## src/rtl/ex_mem_stage_if.sv

```systemverilog
// ex_mem_stage_if: EX -> EX/MEM -> MEM channel bundle.
//
// Handshake: in_valid/in_ready and out_valid/out_ready both use strict
// valid/ready rules. A transfer happens on a rising clock edge when valid and
// ready are both high. A producer holding valid=1 keeps its payload stable
// until the transfer. Ready never depends combinationally on valid.
//
// Optional forwarding outputs are compiled in only when EX_MEM_FWD_EN is defined.
// Modport "slave" is the stage itself. Modport "master" is the surrounding
// pipeline, which drives the EX side and the MEM-side ready.
interface ex_mem_stage_if #(
    parameter int DW = 64,
    parameter int RW = 5
);
    logic          flush;
    logic          in_valid;
    logic          in_ready;
    logic [DW-1:0] alu_res;
    logic          alu_z;
    logic          alu_c;
    logic [DW-1:0] store_data;
    logic [DW-1:0] br_target;
    logic [RW-1:0] rd;
    logic [6:0]    ctl;
    logic          out_valid;
    logic          out_ready;
    logic [DW-1:0] mem_addr;
    logic [DW-1:0] mem_wdata;
    logic [RW-1:0] mem_rd;
    logic [3:0]    mem_ctl;
    logic          carry;
    logic          br_taken;
    logic [DW-1:0] br_pc;
`ifdef EX_MEM_FWD_EN
    logic          fwd_valid;
    logic [RW-1:0] fwd_rd;
    logic [DW-1:0] fwd_data;
`endif

    modport slave (
`ifdef EX_MEM_FWD_EN
        output fwd_valid, fwd_rd, fwd_data,
`endif
        input  flush, in_valid, alu_res, alu_z, alu_c, store_data, br_target,
               rd, ctl, out_ready,
        output in_ready, out_valid, mem_addr, mem_wdata, mem_rd, mem_ctl,
               carry, br_taken, br_pc
    );

    modport master (
`ifdef EX_MEM_FWD_EN
        input  fwd_valid, fwd_rd, fwd_data,
`endif
        output flush, in_valid, alu_res, alu_z, alu_c, store_data, br_target,
               rd, ctl, out_ready,
        input  in_ready, out_valid, mem_addr, mem_wdata, mem_rd, mem_ctl,
               carry, br_taken, br_pc
    );
endinterface

```

## src/rtl/ex_mem_stage.sv

```systemverilog
// ex_mem_stage: EX/MEM pipeline register built as a 2-entry elastic buffer
// (head + skid). It resolves CBZ/CBNZ/B at capture time and presents one entry
// per cycle to the MEM stage. Optional macro EX_MEM_FWD_EN adds the
// fwd_valid/fwd_rd/fwd_data forwarding outputs taken from the head entry.
// dbg_count exposes the occupancy state (0 EMPTY, 1 ONE, 2 FULL).
module ex_mem_stage #(
    parameter int DW = 64,
    parameter int RW = 5
) (
    input  logic               clk,
    input  logic               rst_n,
    ex_mem_stage_if.slave      bus,
    output logic [1:0]         dbg_count
);

    typedef enum logic [1:0] {
        EMPTY = 2'd0,
        ONE   = 2'd1,
        FULL  = 2'd2
    } count_e;

    typedef struct packed {
        logic [DW-1:0] alu_res;
        logic [DW-1:0] store_data;
        logic [DW-1:0] br_target;
        logic [RW-1:0] rd;
        logic          reg_write;
        logic          mem_read;
        logic          mem_write;
        logic          mem_to_reg;
        logic          carry;
        logic          taken;
    } entry_t;

    count_e count_q, count_d;
    entry_t head_q, head_d;
    entry_t skid_q, skid_d;
    entry_t in_entry;
    logic   in_ready_q, in_ready_d;
    logic   out_valid_q, out_valid_d;
    logic   accept;
    logic   pop;

    // Handshake qualifiers. in_ready comes only from a flop, so accept never
    // depends on out_ready in the same cycle.
    always_comb begin
        accept = bus.in_valid & in_ready_q;
        pop    = out_valid_q & bus.out_ready;
    end

    // Pack the incoming EX entry and resolve the branch from the Z flag.
    // Z is consumed here and is not stored.
    always_comb begin
        in_entry            = '0;
        in_entry.alu_res    = bus.alu_res;
        in_entry.store_data = bus.store_data;
        in_entry.br_target  = bus.br_target;
        in_entry.rd         = bus.rd;
        in_entry.reg_write  = bus.ctl[6];
        in_entry.mem_read   = bus.ctl[5];
        in_entry.mem_write  = bus.ctl[4];
        in_entry.mem_to_reg = bus.ctl[3];
        in_entry.carry      = bus.alu_c;
        in_entry.taken      = bus.ctl[0]
                            | (bus.ctl[2] & (bus.ctl[1] ? ~bus.alu_z : bus.alu_z));
    end

    // Occupancy FSM next state and entry movement. Flush drops everything,
    // including an entry offered in the same cycle. Stale entry contents are
    // left in place; the output gating hides them.
    always_comb begin
        count_d = count_q;
        head_d  = head_q;
        skid_d  = skid_q;
        if (bus.flush) begin
            count_d = EMPTY;
        end else begin
            unique case (count_q)
                EMPTY: begin
                    if (accept) begin
                        head_d  = in_entry;
                        count_d = ONE;
                    end
                end
                ONE: begin
                    if (accept && pop) begin
                        head_d = in_entry;
                    end else if (accept) begin
                        skid_d  = in_entry;
                        count_d = FULL;
                    end else if (pop) begin
                        count_d = EMPTY;
                    end
                end
                FULL: begin
                    // in_ready is low here, so only a pop can occur.
                    if (pop) begin
                        head_d  = skid_q;
                        count_d = ONE;
                    end
                end
                default: begin
                    count_d = EMPTY;
                end
            endcase
        end
        in_ready_d  = (count_d != FULL);
        out_valid_d = (count_d != EMPTY);
    end

    // State, storage and registered handshake outputs.
    always_ff @(posedge clk or negedge rst_n) begin
        if (!rst_n) begin
            count_q     <= EMPTY;
            head_q      <= '0;
            skid_q      <= '0;
            in_ready_q  <= 1'b1;
            out_valid_q <= 1'b0;
        end else begin
            count_q     <= count_d;
            head_q      <= head_d;
            skid_q      <= skid_d;
            in_ready_q  <= in_ready_d;
            out_valid_q <= out_valid_d;
        end
    end

    // Head entry onto the MEM-side bus. Control-like outputs are gated by
    // out_valid so a flushed head can never issue a memory or write-back op.
    always_comb begin
        bus.in_ready  = in_ready_q;
        bus.out_valid = out_valid_q;
        bus.mem_addr  = head_q.alu_res;
        bus.mem_wdata = head_q.store_data;
        bus.mem_rd    = head_q.rd;
        bus.br_pc     = head_q.br_target;
        bus.mem_ctl   = out_valid_q ? {head_q.reg_write, head_q.mem_read,
                                       head_q.mem_write, head_q.mem_to_reg}
                                    : 4'b0000;
        bus.carry     = out_valid_q & head_q.carry;
        bus.br_taken  = out_valid_q & head_q.taken;
        dbg_count     = count_q;
    end

`ifdef EX_MEM_FWD_EN
    // EX operand forwarding straight from the head register (no added latency).
    always_comb begin
        bus.fwd_valid = out_valid_q & head_q.reg_write & (head_q.rd != '0);
        bus.fwd_rd    = head_q.rd;
        bus.fwd_data  = head_q.alu_res;
    end
`endif

endmodule

```

## src/flat_wrapper.sv

```systemverilog
// flat-port wrapper written by rule: the top's interface ports become plain ports
module ex_mem_stage_flat 
#(
    parameter int DW = 64,
    parameter int RW = 5
)
  (clk, rst_n, dbg_count, bus_flush, bus_in_valid, bus_alu_res, bus_alu_z, bus_alu_c, bus_store_data, bus_br_target, bus_rd, bus_ctl, bus_out_ready, bus_in_ready, bus_out_valid, bus_mem_addr, bus_mem_wdata, bus_mem_rd, bus_mem_ctl, bus_carry, bus_br_taken, bus_br_pc);
  ex_mem_stage_if #(.DW(DW), .RW(RW)) bus_i ();
  input  logic clk;
  input  logic rst_n;
  output logic [1:0] dbg_count;
  input wire logic [$bits(bus_i.flush)-1:0] bus_flush;
  input wire logic [$bits(bus_i.in_valid)-1:0] bus_in_valid;
  input wire logic [$bits(bus_i.alu_res)-1:0] bus_alu_res;
  input wire logic [$bits(bus_i.alu_z)-1:0] bus_alu_z;
  input wire logic [$bits(bus_i.alu_c)-1:0] bus_alu_c;
  input wire logic [$bits(bus_i.store_data)-1:0] bus_store_data;
  input wire logic [$bits(bus_i.br_target)-1:0] bus_br_target;
  input wire logic [$bits(bus_i.rd)-1:0] bus_rd;
  input wire logic [$bits(bus_i.ctl)-1:0] bus_ctl;
  input wire logic [$bits(bus_i.out_ready)-1:0] bus_out_ready;
  output wire logic [$bits(bus_i.in_ready)-1:0] bus_in_ready;
  output wire logic [$bits(bus_i.out_valid)-1:0] bus_out_valid;
  output wire logic [$bits(bus_i.mem_addr)-1:0] bus_mem_addr;
  output wire logic [$bits(bus_i.mem_wdata)-1:0] bus_mem_wdata;
  output wire logic [$bits(bus_i.mem_rd)-1:0] bus_mem_rd;
  output wire logic [$bits(bus_i.mem_ctl)-1:0] bus_mem_ctl;
  output wire logic [$bits(bus_i.carry)-1:0] bus_carry;
  output wire logic [$bits(bus_i.br_taken)-1:0] bus_br_taken;
  output wire logic [$bits(bus_i.br_pc)-1:0] bus_br_pc;
  assign bus_i.flush = bus_flush;
  assign bus_i.in_valid = bus_in_valid;
  assign bus_i.alu_res = bus_alu_res;
  assign bus_i.alu_z = bus_alu_z;
  assign bus_i.alu_c = bus_alu_c;
  assign bus_i.store_data = bus_store_data;
  assign bus_i.br_target = bus_br_target;
  assign bus_i.rd = bus_rd;
  assign bus_i.ctl = bus_ctl;
  assign bus_i.out_ready = bus_out_ready;
  assign bus_in_ready = bus_i.in_ready;
  assign bus_out_valid = bus_i.out_valid;
  assign bus_mem_addr = bus_i.mem_addr;
  assign bus_mem_wdata = bus_i.mem_wdata;
  assign bus_mem_rd = bus_i.mem_rd;
  assign bus_mem_ctl = bus_i.mem_ctl;
  assign bus_carry = bus_i.carry;
  assign bus_br_taken = bus_i.br_taken;
  assign bus_br_pc = bus_i.br_pc;
  ex_mem_stage #(.DW(DW), .RW(RW)) u_core (.clk(clk), .rst_n(rst_n), .bus(bus_i), .dbg_count(dbg_count));
endmodule
```

## config.mk

```make
export PLATFORM = sky130hd
export DESIGN_NAME = ex_mem_stage_flat
export DESIGN_NICKNAME = d
export VERILOG_FILES = /design/src/rtl/ex_mem_stage_if.sv /design/src/rtl/ex_mem_stage.sv /design/src/flat_wrapper.sv
export SDC_FILE = /design/constraint.sdc
export NUM_CORES = 1
export LEC_CHECK = 0
export ABC_AREA = 1
export CORE_ASPECT_RATIO = 1.1
export CORE_MARGIN = 4
export CORE_UTILIZATION = 35
export DETAILED_ROUTE_END_ITERATION = 16
export PLACE_DENSITY = 0.7
export REMOVE_ABC_BUFFERS = 1
export SYNTH_ARGS = -nofsm -noshare
export SYNTH_HDL_FRONTEND = slang
export SYNTH_SLANG_ARGS = --single-unit
```

## constraint.sdc

```tcl
create_clock -name clk -period 2.4 [get_ports clk]
set_input_delay 0.48 -clock clk [delete_from_list [all_inputs] [get_ports clk]]
set_output_delay 0.48 -clock clk [all_outputs]
set_load 0.01 [all_outputs]
```

After elaboration in Yosys (flattened, before gate mapping)
Index checks and enable logic that the tools add are counted.
{"block": "op_classes", "addsub": 0, "multipliers": 0, "div": 0, "order_cmp": 0, "eq_ne": 6, "shifts": 0, "mux": 13, "bitwise_logic": 9, "n_reduce_logical": 6}
{"cell": "203-bit two-way mux", "count": 3}
{"cell": "203-bit one-hot mux with 3 select lines", "count": 1}
{"cell": "2-bit two-way mux", "count": 6}
{"cell": "2-bit by 1-bit != test with 1-bit output (second input constant)", "count": 3}
{"cell": "2-bit one-hot mux with 3 select lines", "count": 1}
{"cell": "1-bit bitwise AND", "count": 5}
{"cell": "5-bit AND reduction", "count": 1}
{"cell": "4-bit two-way mux", "count": 1}
{"cell": "4-bit AND reduction", "count": 1}
{"cell": "1-bit inverter", "count": 3}
{"cell": "3-bit nonzero test", "count": 1}
{"cell": "2-bit by 1-bit equality test with 1-bit output (second input constant)", "count": 1}
{"cell": "2-bit equality test (second input constant)", "count": 1}
{"cell": "2-bit logical NOT", "count": 1}
{"cell": "2-bit != test (second input constant)", "count": 1}
{"cell": "2-bit nonzero test", "count": 1}
{"cell": "1-bit logical AND", "count": 1}
{"cell": "1-bit two-way mux", "count": 1}
{"cell": "1-bit bitwise OR", "count": 1}
{"block": "totals", "ff_bits": 410, "latchBits": 0, "mem_bits_rw": 0, "romBits": 0, "input_bits": 211, "n_memories": 0}

Longest topological paths before layout
Gate-level depths: netlist (run 1).
{"block": "logic_depth", "depth_word": 7, "mapped_depth": 9}

Least setup slack after synthesis (run 1)
Ideal clock, no wire load.
{"block": "synth_path", "kind": "reg-to-reg", "start": "register u_core.in_ready_q, in the netlist u_core.bus.in_ready", "end": "register u_core.skid_q[145] (netlist bit)", "arrival_time_ns": 1.387, "required_ns": 2.270, "slack_ns": 0.882, "path_stages_with_launch": 8, "n_path_buf": 2, "period_less_slack_ns": 1.518, "cell_sequence": "dfstp_2 > nand2_1 > nor3_2 > inv_2 > buf_6 > buf_4 > nand2_1 > o21ai_1"}
{"block": "synth_between", "elab_chain_len": 4}
{"element": "from (decl)", "line_no": "ex_mem_stage.sv:39", "source": "logic in_ready_q, in_ready_d;"}
{"element": "from (signal assigned)", "line_no": "ex_mem_stage.sv:123", "source": "in_ready_q <= in_ready_d;"}
{"element": "1-bit bitwise AND (*)", "line_no": "ex_mem_stage.sv:47", "source": "accept = bus.in_valid & in_ready_q;"}
{"element": "1-bit logical AND", "line_no": "ex_mem_stage.sv:86", "source": "if (accept && pop) begin"}
{"element": "1-bit inverter (no source line)"}
{"element": "4-bit AND reduction (no source line) (*)"}
{"element": "to (signal assigned)", "line_no": "ex_mem_stage.sv:122", "source": "skid_q <= skid_d;"}
{"element": "to (decl)", "line_no": "ex_mem_stage.sv:37", "source": "entry_t skid_q, skid_d;"}
Every way passes the cells marked *; elsewhere a longest branch is shown, timed or not.
A chain may end at the register's enable or synchronous reset.

Worst setup path after layout (run 1)
{"block": "layout_path", "start": "register u_core.out_valid_q, in the netlist u_core.bus.out_valid", "end": "output port bus_mem_ctl[3]"}
{"block": "layout_between", "elab_chain_len": 1}
{"element": "from (decl)", "line_no": "ex_mem_stage.sv:40", "source": "logic out_valid_q, out_valid_d;"}
{"element": "from (signal assigned)", "line_no": "ex_mem_stage.sv:124", "source": "out_valid_q <= out_valid_d;"}
{"element": "4-bit two-way mux", "line_no": "ex_mem_stage.sv:137", "source": "bus.mem_ctl = out_valid_q ? {head_q.reg_write, head_q.mem_read,"}
{"element": "to (decl)", "line_no": "flat_wrapper.sv:27", "source": "output wire logic [$bits(bus_i.mem_ctl)-1:0] bus_mem_ctl;"}
No other way between the ends.

==> summary.md, run 1 <==
| Metric | Value |
|---|---|
| Worst path required time | `between 1.5 and 2 ns` |
| CP Max Fanout | `7` |
| Total of max-cap violations | `0` |
| Type of the most critical hold path | `register to register` |
| Sequential element share of the synthesized area | `about 53%` |
| Tot Pwr | `26.5 mW` |
| Clock share of power | `between 20% and 30%` |
| Die H | `roughly 260 um` |
| Cell count along the critical path | `4` |
| Setup crit end | `bus_mem_ctl[3]` |
| Fraction of layout instances using a drive strength above 1 | `approximately 5%` |
| Yosys cell types | `16` |
| IO Port Bufs | `between 400 and 500` |
| Fmax achieved | `around 450 MHz` |
| First-pass GRT wire length | `78500 um` |
| Yosys reg bits | `410` |
| Final Util | `between 40% and 50%` |
| Die Span X | `between 200 and 250 um` |
| Avg WL per Cell | `roughly 15 um` |
| Hold buffers post-CTS | `1` |
| CTS Buffer Depth | `3` |
| Routed vias/inst | `between 4 and 5` |
| Post CTS Setup Buffer Count | `0` |
| Gr ovfl total | `0` |
| Net switching power | `between 8 and 9 mW` |
| Largest area contributor in the netlist | `dfrtp_1` |
| Worst setup EP type | `output port` |
| Largest net degree at the start of global routing | `119` |
| PwrDens | `about 1100 nW/um^2` |
| CTS root buffer | `clkbuf_16` |
| Max Slew Vio Count | `0` |
| R2R Setup Slk | `0.43 ns` |
| CTS Buf Count | `46` |
| Drc violations | `0` |
| I/O pin count | `approximately 420` |
| Startpoint Class | `register` |
| Clk sinks | `between 400 and 500` |
| # fillers | `between 5000 and 6000` |
| Tcrit/Tclk final | `93.3%` |
| Top cell type's share of synthesized area | `~53%` |
| Worst R2R End | `u_core.bus.out_valid` |
| Synth Warn # | `0` |
| Post-route insts no fill | `about 3400` |
| Total wire length | `just under 50000 um` |
| Max-slew headroom | `~54%` |
| H-tree depth | `2` |
| Clock Skew | `about 0.010 ns` |
| Dpl cell area | `around 23000 sq um` |
| CP max stage cell | `clkdlybuf4s50_1` |
| Final setup viols | `0` |
| Top delay family on crit path | `buffers and inverters` |
| Setup TNS | `0 ns` |
| Detailed Place HPWL | `between 30000 and 40000 um` |
| Sw Share | `around a third` |
| WP buf/inv | `3` |
| Layout area overhead | `25.5%` |
| Register share of total power | `43.6%` |
| Starting Density | `about 35%` |
| Clock slew at reported path FFs | `0.06 ns` |
| Syn_area_per_cell | `a little over 8 sq um` |
| Mapped Area | `between 15000 and 20000 sq um` |
| Critical path's largest stage delay | `between 0.5 and 0.6 ns` |
| Critical path data arrival time | `about 1.8 ns` |
| RePlAce Congestion | `around 0.83` |
| Fin crit period | `around 2.2 ns` |
| R2R cell count | `7` |
| Drt first pass iters | `5` |
| Critical Path, Cell by Cell | `buf_4 -> nand2_1 -> inv_1 -> clkdlybuf4s50_1` |
| RSZ-0062 raised after global routing | `false` |
| Synth top area cells | `dfrtp_1 (53%), nand2_1 (20%), buf_4 (8.9%)` |
| Post-Synthesis Cells | `between 2000 and 2500` |
| GR Util All Layers | `around 16%` |
| Combinational power share | `30.0%` |
| Core Area | `55000 sq um` |
| RR Startpoint | `u_core.dbg_count[1]` |
| Die area | `roughly 59000 sq um` |
| Worst-skew pair later-pin latency | `between 0.5 and 0.6 ns` |
| Number of global-route vias before repair | `approximately 14000` |
| Status | `complete, no violations` |
| Worst slew pin tran | `just under 0.7 ns` |
| Post-route ant nets | `0` |
| CTS tree | `done` |
| Antenna violations before repair | `2` |
| Fin nets | `around 2800` |
| Leakage | `12.0 nW` |
| Crit path from | `u_core.bus.out_valid` |
| Post-CTS sizing | `0` |
| Row count | `90` |
| Worst vdd ir | `slightly below 0.7 mV` |
| Endpoints failing hold | `0` |
| Iter 0 DRT Violations | `between 900 and 1000` |
| Design area | `~24000 sq um` |
| Internal power | `approximately 18 mW` |
| Crit Path Category | `register to output port` |
| Vias post-DR | `15100` |
| Cell count after placement | `3285` |
## power groups by stage
stage | Combinational (mW) | Sequential [mW] | Clock (mW)
2_1_floorplan | 3.11 | 11.9 | 0
3_3_place_gp | 7.86 | 11.6 | 0
3_5_place_dp | 8.07 | 11.6 | 0
4_1_cts | 8.08 | 11.5 | 7.25
5_1_grt | 8.92 | 11.9 | 7.55
6_report | 7.94 | 11.6 | 7.00
## logic make-up (layout without fill, tap and decap cells)
| family | after synthesis | after routing | synth area share (%) |
|---|---|---|---|
| and+or+nand+nor | 1043 | 1043 | 20.3 |
| DFF | 410 | 410 | 52.8 |
| buffers and inverters | 548 | 774 | 16.5 |
| AOI/OAI and AO/OA | 406 | 406 | 10.5 |
| other | 0 | 1 | 0 |
## Yosys cell counts
cell / number
dfrtp_1: 409
nor2_1: 2
buf_6: 33
inv_1: 216
buf_4: 230
nand3_1: 5
clkbuf_1: 32
buf_2: 30
o21ai_0: 252
nand2_1: 1033
buf_1: 4
o21ai_1: 154
inv_2: 3
nor2_4: 2
nor3_2: 1
dfstp_2: 1
## layout make-up
| class | instances | area, sq um | area share (%) |
|---|---|---|---|
| antenna | 1 | 2.50 | 0.0103 |
| clock buffer | 71 | 1410 | 5.77 |
| clock inverter | 12 | 100 | 0.410 |
| inverter | 219 | 835 | 3.42 |
| multi-input combinational | 1449 | 5980 | 24.5 |
| sequential | 410 | 10300 | 42.0 |
| tap | 736 | 921 | 3.77 |
| timing repair buffer | 472 | 4890 | 20.1 |
## registers in the layout, indices dropped and copies added (netlist names), 2 cells and up
signal                count
u_core.skid_q           203
u_core.head_q             6
u_core.dbg_count          2
u_core.bus.br_pc         64
u_core.bus.mem_addr      64
u_core.bus.mem_wdata     64
u_core.bus.mem_rd         5
## worst min path at each step
stage                                         from                  endpoint  cells past startpoint
after floorplan                              rst_n       u_core.bus.br_pc[0]                      0
after detailed placement                     rst_n          u_core.head_q[5]                      1
after CTS                          bus_alu_res[14]        u_core.skid_q[153]                      3
after global placement    u_core.bus.mem_wdata[50]  u_core.bus.mem_wdata[50]                      2
after global routing             bus_store_data[1]         u_core.skid_q[76]                      3
final                     u_core.bus.mem_wdata[45]  u_core.bus.mem_wdata[45]                      2
## cell usage in the layout (no fill, tap or decap), drive strengths merged
master         count
dlygate4sd3        1
inv              220
nand3              5
nor3               1
nand2           1033
clkdlybuf4s50    416
clkinvlp           2
buf               55
dfrtp            409
bufinv             1
dfstp              1
nor2               4
o21ai            406
clkbuf            71
diode              1
clkinv             8
## stage by stage
step,hold slack (ns),setup WS [ns]
final,0.466,0.162
after global routing,0.453,0.0607
after CTS,0.428,0.112
after detailed placement,0.458,0.127
after global placement,0.452,0.153
after floorplan,0.184,-4.22
## layer usage
metal	vias up	track usage, %	wire, um
met5	-	0	34
met4	4	4.00	970
met3	71	4.36	4030
met2	484	25.5	22800
met1	6992	22.6	21800
li1	7552	-	-
## worst register-to-register path: cells and delay by family, from the launching register on
family	cells	cell delay, ns
simple gates	4	0.44
flops	1	0.41
buf+inv	3	0.99
No activity file was read; power rests on OpenSTA's default activity.
==> run 2: changes to the inputs <==
CAP_MARGIN = 40   (was default)
==> results of run 2 <==
The final DEF is identical to that of run 1; final timing and power are the same.
==> RTL edit, RTL diff (config.mk and constraints of run 1) <==
Put a register stage on the output `dbg_count`, without a reset. The value now appears one clock later. The other outputs are not delayed to match.
--- a/src/rtl/ex_mem_stage.sv
+++ b/src/rtl/ex_mem_stage.sv
@@ -31,6 +31,8 @@
         logic          carry;
         logic          taken;
     } entry_t;
+
+    logic [1:0] dbg_count_d;
 
     count_e count_q, count_d;
     entry_t head_q, head_d;
@@ -139,7 +141,7 @@
                                     : 4'b0000;
         bus.carry     = out_valid_q & head_q.carry;
         bus.br_taken  = out_valid_q & head_q.taken;
-        dbg_count     = count_q;
+        dbg_count_d   = count_q;
     end
 
 `ifdef EX_MEM_FWD_EN
@@ -151,5 +153,9 @@
     end
 `endif
 
+    always_ff @(posedge clk) begin
+        dbg_count <= dbg_count_d;
+    end
+
 endmodule
 
Formal check against the unedited RTL: not equivalent (a bounded check fails within 4 cycles, from zero or initial values and one cycle with rst_n low).
==> RTL edit against run 1 <==
Final area up 0.21%; combinational power hardly changed; sequential cell count increased by 2; routed wire length is 2.3% lower; worst hold slack worse by 0.0037 ns; register-to-register slack improved by 0.07 ns; die area down 0.43%; worst setup slack worse by 0.018 ns; non-clock buffer count rose by 16; critical path type unchanged; synthesized area down 0.44%; sequential power about the same; total power is 1.7% lower; highest routed layer unchanged; largest power group unchanged; cell count rose by 0.39%.
==> RTL edit: results (changes against run 1) <==
| Result | Reported | Change |
| --- | --- | --- |
| Result of the run | finished clean | unchanged |
| Worst Path Arrival | 1.78 ns | was 1.76 ns |
| HP Class | input port to asynchronous set/reset pin | was flip-flop to flip-flop |
| Global-route wire length before repair | 77,040 um | was 78,480 um |
| Number of hold-repair buffers added at the cts stage | 1 | unchanged |
| Via density per instance | 4.426 | was 4.482 |
| Post-Route M1 WL | 21,570 um | was 21,840 um |
| Area contributors post-synth | sky130_fd_sc_hd__dfrtp_1 (53%), sky130_fd_sc_hd__nand2_1 (20%), sky130_fd_sc_hd__buf_4 (8.2%), sky130_fd_sc_hd__o21ai_0 (6.9%), sky130_fd_sc_hd__inv_1 (4.2%) | was sky130_fd_sc_hd__dfrtp_1 (53%), sky130_fd_sc_hd__nand2_1 (20%), sky130_fd_sc_hd__buf_4 (8.9%), sky130_fd_sc_hd__o21ai_0 (6.5%), sky130_fd_sc_hd__inv_1 (4.2%) |
| Wire length after detailed routing | 48,500 um | was 49,650 um |
| Met3 wirelength from detailed routing | 3799 um | was 4032 um |
| Number of nets in the final layout | 2,826 | was 2,809 |
| Reg-to-reg startpoint | u_core.bus.out_valid$_DFF_PN0_ | was u_core.dbg_count[1]$_DFF_PN0_ |
| Netlist cell types | 19 | was 16 |
| Clock Skews | 0.007189 ns | was 0.01019 ns |
| Global-route usage over all layers | 0.1599 | was 0.1626 |
| Placed instance area | 0.02307 mm^2 | was 0.02288 mm^2 |
| Async set-reset flop share out of synthesis | 0.9951 | was 1.000 |
| Drt first-iter violations | 1,005 | was 978 |
| First drt pass iteration count | 7 | was 5 |
| Cell count after synthesis | 2,409 | was 2,407 |
| Sequential cell area fraction in the yosys report | 0.5322 | was 0.5278 |
| Via Count | 14,973 | was 15,103 |
| Normalized max-slew margin | 0.6842 | was 0.5381 |
| Highest cell delay on the worst timing path | 0.58 ns | was 0.55 ns |
| Num CTS Buffers | 45 | was 46 |
| Met2 routed WL | 22,200 um | was 22,760 um |
| Critical Path Fanout Max | 8 | was 7 |
| Placement-stage worst setup slack | 0.1499 ns | was 0.1268 ns |
| Fillcell total | 5,359 | was 5,364 |
| Post-layout minimum cycle time | 2.256 ns | was 2.238 ns |
| HPWL after DPL | 33,700 um | was 34,190 um |
| Setup slack, reg-to-reg | 0.50 ns | was 0.43 ns |
| Reg-to-reg endpoint | u_core.skid_q[193]$_DFFE_PN0P_ | was u_core.bus.out_valid$_DFF_PN0_ |
==> RTL edit: changes by cell type in the layout (fill, tap and decap cells not counted), moves of 2 or more <==
cell,run 1,this run
sky130_fd_sc_hd__clkbuf_1,12,10
sky130_fd_sc_hd__o21ai_1,154,140
sky130_fd_sc_hd__buf_4,30,44
sky130_fd_sc_hd__o21ai_0,252,265
sky130_fd_sc_hd__clkinv_2,7,9
sky130_fd_sc_hd__dfxtp_1,0,2
sky130_fd_sc_hd__clkbuf_16,49,45
sky130_fd_sc_hd__buf_12,24,26
==> RTL edit: power breakdown <==
part	internal (W)	leakage, nW	switching, W
sequential	0.00995	5.13	0.00165
clock	0.00372	0.679	0.00277
combinational	0.00411	6.22	0.00384
total	0.0178	12.0	0.00825
==> RTL edit: kinds of logic after synthesis <==
| group | after synthesis | share of synthesized area |
|---|---|---|
| flip-flops | 412 | 0.5322 |
| AO/OA/AOI/OAI | 406 | 0.1052 |
| AND/OR/NAND/NOR | 1043 | 0.2036 |
| buffers and inverters | 548 | 0.1590 |
==> RTL edit: worst min-delay path by stage <==
stage | start | endpoint | slack, ns | depth (start not counted)
5_1_grt | bus_alu_res[47] | u_core.skid_q[186]$_DFFE_PN0P_ | 0.46 | 3
6_report | rst_n | u_core.head_q[5]$_DFFE_PN0P_ | 0.46 | 2
4_1_cts | rst_n | u_core.head_q[5]$_DFFE_PN0P_ | 0.44 | 2
3_3_place_gp | rst_n | u_core.head_q[5]$_DFFE_PN0P_ | 0.41 | 1
3_5_place_dp | rst_n | u_core.head_q[5]$_DFFE_PN0P_ | 0.42 | 1
2_1_floorplan | rst_n | u_core.bus.br_pc[0]$_DFFE_PN0P_ | 0.18 | 0
==> RTL edit: per-stage QoR <==
step             util  TNS (ns)  power, W
6_report       0.4459         0   0.02603
5_1_grt        0.4459         0   0.02786
4_1_cts        0.4458         0   0.02637
3_5_place_dp   0.4207         0   0.01970
3_3_place_gp   0.4207         0   0.01948
2_1_floorplan       -  -1595.30   0.01503
==> RTL edit: area by class of cell <==
type / count / area, um^2 / area share
clock inverters: 13 / 78.83 / 0.003223
diodes: 2 / 5.005 / 0.0002047
clock buffers: 64 / 1287 / 0.05265
repair buffers: 488 / 5040 / 0.2061
inverters: 219 / 834.6 / 0.03413
multi-input cells: 1449 / 5987 / 0.2448
flip-flops and latches: 412 / 10300 / 0.4212
well taps: 736 / 920.9 / 0.03766
==> RTL edit: per-layer routing <==
| layer | GRT usage | up-vias |
|---|---|---|
| met5 | 0 | - |
| met4 | 0.03946 | 2 |
| met3 | 0.04558 | 64 |
| met2 | 0.2549 | 428 |
| met1 | 0.2173 | 6886 |
| li1 | - | 7593 |
